--- src/rtl/mega_demux_scatter_pkg.sv ---
// Shared constants for the byte scatter unit.
//   DEF_WIDTH / DEF_LANES / DEF_SELW : default lane width, lane count and select width
//   ST_IDLE / ST_FILL / ST_DONE      : frame-fill FSM encodings
package mega_demux_scatter_pkg;

  localparam int DEF_WIDTH = 8;
  localparam int DEF_LANES = 16;
  localparam int DEF_SELW  = 4;

  localparam logic [1:0] ST_IDLE = 2'd0;
  localparam logic [1:0] ST_FILL = 2'd1;
  localparam logic [1:0] ST_DONE = 2'd2;

endpackage

--- src/rtl/mega_demux_scatter_lane.sv ---
// One scatter lane: a WIDTH-bit data register plus its full flag.
//   Clk, Rst : clock, synchronous active-high reset
//   wr_en    : store wr_data and mark the lane full
//   wr_data  : byte to store
//   ack      : consumer ack, clears the full flag (a same-cycle write wins)
//   data     : stored byte (never cleared by ack)
//   full     : lane holds an unconsumed byte
module mega_demux_scatter_lane #(
  parameter int WIDTH = 8
) (
  input  logic             Clk,
  input  logic             Rst,
  input  logic             wr_en,
  input  logic [WIDTH-1:0] wr_data,
  input  logic             ack,
  output logic [WIDTH-1:0] data,
  output logic             full
);

  // NOTE: the data register is reset along with the flag because the whole
  // bus is defined as zero after reset, not just the full bits.
  always_ff @(posedge Clk) begin
    if (Rst) begin
      data <= '0;
      full <= 1'b0;
    end else if (wr_en) begin
      data <= wr_data;
      full <= 1'b1;
    end else if (ack) begin
      full <= 1'b0;
    end
  end

endmodule

--- src/rtl/mega_demux_scatter.sv ---
// 1-to-16 byte scatter unit. Accepts one byte per valid/ready handshake and
// stores it in a lane chosen directly (In_Sel) or by an auto-sequenced frame
// fill that walks lanes 0..LANES-1.
//   Clk, Rst    : clock, synchronous active-high reset
//   In_Data     : byte to store
//   In_Sel      : target lane in direct mode
//   In_Valid    : In_Data/In_Sel valid this cycle
//   In_Ready    : unit can accept this cycle (combinational)
//   Start       : begin an auto frame fill (ignored unless idle)
//   Lane_Ack    : per-lane consumer ack
//   Lane_Full   : per-lane unconsumed-byte flag
//   Out_Bus     : lane i at [i*WIDTH +: WIDTH]
//   Busy        : auto frame in progress
//   Frame_Done  : one-cycle pulse after the last lane of a frame is written
module mega_demux_scatter
  import mega_demux_scatter_pkg::*;
#(
  parameter int WIDTH = DEF_WIDTH,
  parameter int LANES = DEF_LANES,
  parameter int SELW  = DEF_SELW
) (
  input  logic                   Clk,
  input  logic                   Rst,
  input  logic [WIDTH-1:0]       In_Data,
  input  logic [SELW-1:0]        In_Sel,
  input  logic                   In_Valid,
  output logic                   In_Ready,
  input  logic                   Start,
  input  logic [LANES-1:0]       Lane_Ack,
  output logic [LANES-1:0]       Lane_Full,
  output logic [WIDTH*LANES-1:0] Out_Bus,
  output logic                   Busy,
  output logic                   Frame_Done
);

  logic [1:0]       state;
  logic [SELW-1:0]  counter;
  logic [SELW-1:0]  target;
  logic             accept;
  logic [LANES-1:0] lane_wr;

  assign target = (state == ST_FILL) ? counter : In_Sel;

  // A full lane can still take a byte in the cycle its consumer acks it.
  assign In_Ready = !Rst && (state != ST_DONE) &&
                    (!Lane_Full[target] || Lane_Ack[target]);
  assign accept   = In_Valid && In_Ready;

  // NOTE: default the whole vector first so the indexed write below cannot
  // leave any bit unassigned and infer a latch.
  always_comb begin
    lane_wr         = '0;
    lane_wr[target] = accept;
  end

  // NOTE: state registers use non-blocking assignments so every flop in the
  // block samples pre-edge values regardless of statement order.
  always_ff @(posedge Clk) begin
    if (Rst) begin
      state   <= ST_IDLE;
      counter <= '0;
    end else begin
      case (state)
        ST_IDLE: begin
          // A byte offered alongside Start goes to In_Sel; the frame starts next cycle.
          if (Start) begin
            state   <= ST_FILL;
            counter <= '0;
          end
        end
        ST_FILL: begin
          // A stall on a full lane simply holds the counter.
          if (accept) begin
            counter <= counter + SELW'(1);
            if (counter == SELW'(LANES - 1)) state <= ST_DONE;
          end
        end
        ST_DONE: state <= ST_IDLE;
        default: state <= ST_IDLE;
      endcase
    end
  end

  assign Busy       = (state == ST_FILL);
  assign Frame_Done = (state == ST_DONE);

  for (genvar i = 0; i < LANES; i++) begin : g_lane
    mega_demux_scatter_lane #(.WIDTH(WIDTH)) u_lane (
      .Clk     (Clk),
      .Rst     (Rst),
      .wr_en   (lane_wr[i]),
      .wr_data (In_Data),
      .ack     (Lane_Ack[i]),
      .data    (Out_Bus[i*WIDTH +: WIDTH]),
      .full    (Lane_Full[i])
    );
  end

endmodule

--- config.mk ---
export PLATFORM = sky130hd
export DESIGN_NAME = mega_demux_scatter
export DESIGN_NICKNAME = d
export VERILOG_FILES = /design/src/rtl/mega_demux_scatter_pkg.sv /design/src/rtl/mega_demux_scatter_lane.sv /design/src/rtl/mega_demux_scatter.sv
export SDC_FILE = /design/constraint.sdc
export NUM_CORES = 1
export LEC_CHECK = 0
export CORE_UTILIZATION = 35
export DETAILED_ROUTE_END_ITERATION = 7
export GPL_TIMING_DRIVEN = 0
export PLACE_DENSITY_LB_ADDON = 0.25
export SYNTH_ARGS = -nofsm -noshare
export SYNTH_HDL_FRONTEND = slang
export SYNTH_HIERARCHICAL = 1
export SYNTH_SLANG_ARGS = --single-unit
--- constraint.sdc ---
create_clock -name Clk -period 3 [get_ports Clk]
set_input_delay 0.45 -clock Clk [delete_from_list [all_inputs] [get_ports Clk]]
set_output_delay 0.45 -clock Clk [all_outputs]
set_load 0.02 [all_outputs]
Yosys cells after proc, flatten, opt, wreduce, memory -nomap -nowiden
Index checks and enable logic that the tools add are counted.
Storage, ports and cells
  register bits: 150
  latch bits: 0
  memory bits (writable): 0
  bits in read-only memories: 0
  input bits: 32
  output and inout bits: 147
  logic and storage cells: 118
  memories kept: 0
Cells by class
  $add $sub $neg: 1
  multipliers: 0
  div/mod/pow operators: 0
  $lt $le $gt $ge: 2
  eq/ne operators: 7
  shift operators: 0
  mux-type cells: 46
  bitwise operators: 1
  reduce and logical (&&, ||, !) cells: 27
Operators by type and width (number)
  1-bit two-way mux: 35
  2-bit nonzero test: 17
  16-bit bitwise AND: 1
  4-bit two-way mux: 3
  1-bit binary-select mux with 4-bit select: 2
  4-bit case mux with 2 select lines: 1
  2-bit two-way mux: 3
  3-bit AND reduction: 2
  4-bit by 5-bit less-than comparator with 1-bit output, second input constant: 1
  4-bit by 1-bit adder with 4-bit output, second input constant: 1
  1-bit demux with 4-bit select: 1
  4-bit == test, second input constant: 1
  4-bit by 1-bit >= comparator with 1-bit output, second input constant: 1
  1-bit logical AND: 4
  2-bit by 1-bit != test with 1-bit output, second input constant: 2
  2-bit != test, second input constant: 2
  2-bit case mux with 2 select lines: 1
  2-bit by 1-bit == test with 1-bit output, second input constant: 1
  2-bit == test, second input constant: 1
  1-bit zero test: 2
  2-bit zero test: 1
  1-bit logical OR: 1

Logic depth before layout (Yosys ltp)
  depth in word-level cells: 10
  depth in mapped cells: 13
  depth with buffers taken out: 10

Hierarchy
Netlist, hierarchy kept.
Modules (own cells, without submodules)
  mega_demux_scatter_lane: times used 16, cells each 30, area each 321.6 µm²
  mega_demux_scatter: times used 1, cells each 129, area each 958.4 µm²

Least setup slack after synthesis
OpenSTA, ideal clock, no wires.
  path type: register -> register
  start: register state[1]
  end: register g_lane[0].u_lane.data[0]
  setup time: 0.117 ns
  arrival: 2.791 ns
  data required time: 2.883 ns
  setup slack: 0.092 ns
  cell stages (with the launch flop): 12
  buffers on the path: 2
  clock period less this slack: 2.908 ns
  cell sequence: dfxtp_1 > and3b_1 > a21oi_2 > mux4_2 > a22o_1 > a41oi_2 > o311ai_4 > buf_6 > nor4_1 > buf_6 > mux2i_1 > nor2_1
Between the ends
  cells in the longest elaborated chain, start to end: 9
  elaborated cells on any way between the ends: 18
  classes of those cells: 2 x order compare; 2 x eq/ne; 7 x mux; 1 x bitwise; 6 x reduce/logical
Ends and longest elaborated chain
  start: declaration: line mega_demux_scatter.sv:36  | logic [1:0] state;
  start signal: assignment: line mega_demux_scatter.sv:60  | state <= ST_IDLE;
  start signal: assignment: line mega_demux_scatter.sv:67  | state <= ST_FILL;
  start signal: assignment: line mega_demux_scatter.sv:75  | if (counter == SELW'(LANES - 1)) state <= ST_DONE;
  branches (longest 8 deep; another with 4-bit by 5-bit less-than comparator with 1-bit output)
  16-bit bitwise AND (no source line) *
  net lane_wr[0]: line mega_demux_scatter.sv:40  | logic [LANES-1:0] lane_wr;
  end signal: assignment: line mega_demux_scatter_lane.sv:27  | data <= wr_data;
  end: declaration: line mega_demux_scatter_lane.sv:16  | output logic [WIDTH-1:0] data,
Mark *: on every way through the listed nets, which the timed path passes. The select of a mux whose other input is x is not followed.
A chain may end at the register's enable or synchronous reset.

Worst setup path after layout
  start: register state[0]
  end: output In_Ready
Between the ends
  cells in the longest elaborated chain, start to end: 7
  elaborated cells on any way between the ends: 11
  classes of those cells: 2 x eq/ne; 5 x mux; 4 x reduce/logical
Ends and longest elaborated chain
  2-bit by 1-bit == test with 1-bit output: line mega_demux_scatter.sv:42  | assign target = (state == ST_FILL) ? counter : In_Sel;
  4-bit two-way mux: line mega_demux_scatter.sv:42
  1-bit binary-select mux with 4-bit select: line mega_demux_scatter.sv:46  | (!Lane_Full[target] || Lane_Ack[target]);
  1-bit two-way mux (implied by the code): line mega_demux_scatter.sv:46
  1-bit zero test: line mega_demux_scatter.sv:46
  1-bit logical OR: line mega_demux_scatter.sv:46
  1-bit logical AND *: line mega_demux_scatter.sv:45  | assign In_Ready = !Rst && (state != ST_DONE) &&
  end: declaration: line mega_demux_scatter.sv:27  | output logic In_Ready,
Every way passes the cells marked *; elsewhere a longest branch is shown, timed or not. The select of a mux whose other input is x is not followed.

==> summary.md <==
| Metric | Value |
|---|---|
| Status | `finished, violations left` |
| Failing checks | `setup timing` |
| Most numerous cell on the critical path | `nor3_1` |
| Top FF cell, synth | `dfxtp_1` |
| Nets in the synthesized netlist | `642` |
| Proportion of power drawn by flip-flops and latches | `roughly two fifths` |
| Cell types occupying the most area after synthesis | `dfxtp_1, mux2i_1, nor2_1` |
| Remaining number of nets flagged by the antenna check after routing | `0` |
| Clock tree from TritonCTS | `built` |
| Relative area change from synthesis to final layout | `54.5%` |
| Residual DRC count | `0` |
| Number of endpoints with negative hold slack in the final report | `0` |
| Initial cell density of the core | `roughly 36%` |
| Height of the chip | `134 um` |
| Number of buffers inserted during clock tree synthesis | `17` |
| Grt met1 use | `a little over a quarter` |
| Count of H-tree levels built during CTS | `4` |
| Internal power component | `between 3 and 4 mW` |
| Setup Viol. Count Final | `118` |
| Leakage component of the power | `~3.3 nW` |
| Row count | `47` |
| Transition time at the pin with the least slew margin | `about 1.0 ns` |
| M3 GR Usage | `under 10%` |
| Fraction of the cycle the final worst path needs | `106%` |
| Violation count after the first detailed-route iteration | `234` |
| Post-synth top area share | `roughly 49%` |
| Number of flops mapped to enable cells by yosys | `0` |
| Clock network latency to the later pin of the worst-skew pair | `roughly 0.43 ns` |
| Final HPWL from detailed placement | `~13000 um` |
| Share of synthesized flip-flops with an asynchronous set or reset | `0%` |
| Critical path data arrival time | `between 2 and 3 ns` |
| Critical path fanouts, max | `5` |
| Number of buffer cells added on primary ports | `178` |
| CP Cell Sequence | `and3b_2, a21oi_4, mux4_2, a22o_1, a41oi_2, nor3_1, nor3_1, buf_4` |
| Number of global-route vias before repair | `between 5000 and 6000` |
| Logic gate share of total power | `between 8 and 9%` |
| Wire length of the first global-routing pass | `around 30000 um` |
| Critical path startpoint category | `register` |
| Setup clock skew after layout | `between 0.008 and 0.009 ns` |
| Buf/Inv on CP | `1` |
| Antenna violations before repair | `0` |
| Fraction of layout cells with a size suffix above 1 | `between 10% and 20%` |
| Max incr delay on CP | `roughly 0.56 ns` |
| Average via count per standard cell | `4.90` |
| Max-slew violation total from the final report | `0` |
| R2R depth | `12` |
| Power density cells | `roughly 510 nW/um^2` |
| Library cell with the largest summed area after synthesis | `dfxtp_1` |
| Number of buffers on the longest clock path | `2` |
| Number of top-level pins | `179` |
| Element type at the critical path end | `output pin` |
| Worst VDD drop | `0.380 mV` |
| Mean routed wirelength per cell | `about 18 um` |
| Length of the first detailed-routing pass in iterations | `4` |
| Number of logic stages on the critical path including buffering | `8` |
| Final WL | `between 15000 and 20000 um` |
| Total number of vias | `roughly 5300` |
| Endpoint required time on the critical path | `approximately 2.6 ns` |
| GP Congestion | `0.884` |
| Most used cells in the layout excluding fill and tap cells | `clkdlybuf4s50_1, dfxtp_1, nor2_1, mux2i_1, buf_4` |
| Worst-path clk slew | `0.06 ns` |
| Final worst setup slack | `-0.185 ns` |
| Mapped Avg Cell Area | `10.0 sq um` |
| Die area | `18000 sq um` |
| Kind of critical path | `register to output pin` |
| Met2 Track Usage GR | `a little under two fifths` |
| Clock Root Buffer | `clkbuf_16` |
| Minimum clock period after layout | `between 3 and 4 ns` |
| Hold Path Depth | `2` |
| Maxcap violations | `0` |
| Number of distinct library cells after synthesis | `46` |
| Number of standard cells after synthesis | `~610` |
| Number of synthesized register bits | `150` |
| Die width | `between 100 and 150 um` |
| Worst min path class | `register to register` |
| Nets | `about 880` |
| Final-layout setup total negative slack | `-6.69 ns` |
| Setup repair after global routing missed its margin | `true` |
| Global router's overall resource usage | `approximately 22%` |
| Maximum number of pins on one net before global-route repair | `22` |
| Non-filler instance count after layout | `1075` |
| Top delay family on crit path | `compound AO/OA/AOI/OAI gates` |
| Antenna Diode Count | `0` |
| Clock tree sinks | `150` |
| CP max stage cell | `mux4_2` |
| Post-synth design cell area | `slightly above 6000 sq um` |
| Commonest non-fill, non-tap cell in the layout | `clkdlybuf4s50_1` |
| Max frequency | `314 MHz` |
| Portion of total power attributed to the clock network | `~49%` |
| Proportion of total power due to net switching | `23.0%` |
| Final Hold Slack | `about 0.5 ns` |
| Yosys warning count | `6` |
| Part of the Yosys area used for sequential elements | `between 40% and 50%` |
| Switching power | `around 1.1 mW` |
| GR peak layer | `met2` |
| Placed Instances | `approximately 1000` |
| Final global-route overflow total | `0` |
| Max-slew headroom | `between 30% and 40%` |
| CORE AREA | `16800 sq um` |
[synthesized netlist by cell type, drive strengths merged, types with 2 or more instances]
cell type  instances
nand3              8
nor4bb             2
a21oi             23
mux2i            135
a31oi              3
nor2             133
o311ai             2
buf               22
a21o               5
nand2             20
nor4              17
nor3               3
o21ai              3
mux4               2
clkbuf            19
o31ai              2
o21a               2
nand2b            19
dfxtp            150
inv               22
[flip-flops by register name (all words and copies together), names as in the netlist]
name                flops
g_lane.u_lane/data    128
g_lane.u_lane/full     16
state                   2
counter                 4
[layer usage]
metal  vias up  share of wire (%)
met5         -                  0
met4         0                2.6
met3        37                5.7
met2       189                 49
met1      2486                 43
li1       2554                  -
[worst min-delay path, cell delays in order (launching register included)]
cell and delay, ns:
dfxtp_1 0.31, nand2b_1 0.08, a21oi_2 0.05
[through the flow]
step / utilization (%) / setup WS [ns] / area [sq um] / total power, mW
CTS: 55.1 / -0.234 / 9280 / 4.85
global placement: 48.5 / -0.871 / 8160 / 2.42
floorplan: - / 0.0917 / 6100 / 2.25
finish: 56.1 / -0.185 / 9430 / 4.81
detailed placement: 48.5 / -0.909 / 8160 / 2.43
global route: 56.1 / -0.281 / 9430 / 4.98
[worst paths after layout]
kind                               start                       end  slack [ns]
setup / recovery                state[0]                  In_Ready       -0.18
hold / removal    g_lane[13].u_lane/full    g_lane[13].u_lane/full        0.49
setup reg to reg                state[0]  g_lane[8].u_lane/data[1]       -0.18
hold reg to reg   g_lane[13].u_lane/full    g_lane[13].u_lane/full        0.49
[kinds of logic after synthesis]
| family | count (synthesis) | synth area share [%] |
|---|---|---|
| muxes | 137 | 22.9 |
| DFF | 150 | 49.2 |
| and+or+nand+nor | 208 | 15.3 |
| AOI/OAI and AO/OA | 50 | 5.80 |
| buffers and inverters | 63 | 6.58 |
| adders and majority gates | 1 | 0.205 |
[what timing repair did]
action | in CTS | in global routing
setup buffers | 14 | 8
gates resized for setup | 66 | 30
cloned | 11 | 4
hold buffers | 0 | 0
hold endpoints to repair | 0 | 0
pin swaps | 16 | 15
setup endpoints to repair | 145 | 151
[layout make-up]
| type | instances | area (sq um) |
|---|---|---|
| Clock buffer | 21 | 460 |
| Buffer | 40 | 315 |
| Multi-Input combinational cell | 396 | 2990 |
| Timing Repair Buffer | 215 | 2090 |
| Sequential cell | 150 | 3010 |
| Fill cell | 1462 | 7390 |
| Tap cell | 220 | 275 |
| Clock inverter | 11 | 196 |
| Inverter | 22 | 82.6 |
[power by group through the flow]
stage	sequential [mW]	clock, mW	combinational, mW
4_1_cts	2.02	2.42	0.408
3_5_place_dp	2.07	0	0.356
3_3_place_gp	2.07	0	0.352
6_report	2.02	2.37	0.422
2_1_floorplan	2.09	0	0.162
5_1_grt	2.02	2.51	0.447
(Power assumes the default switching activity.)
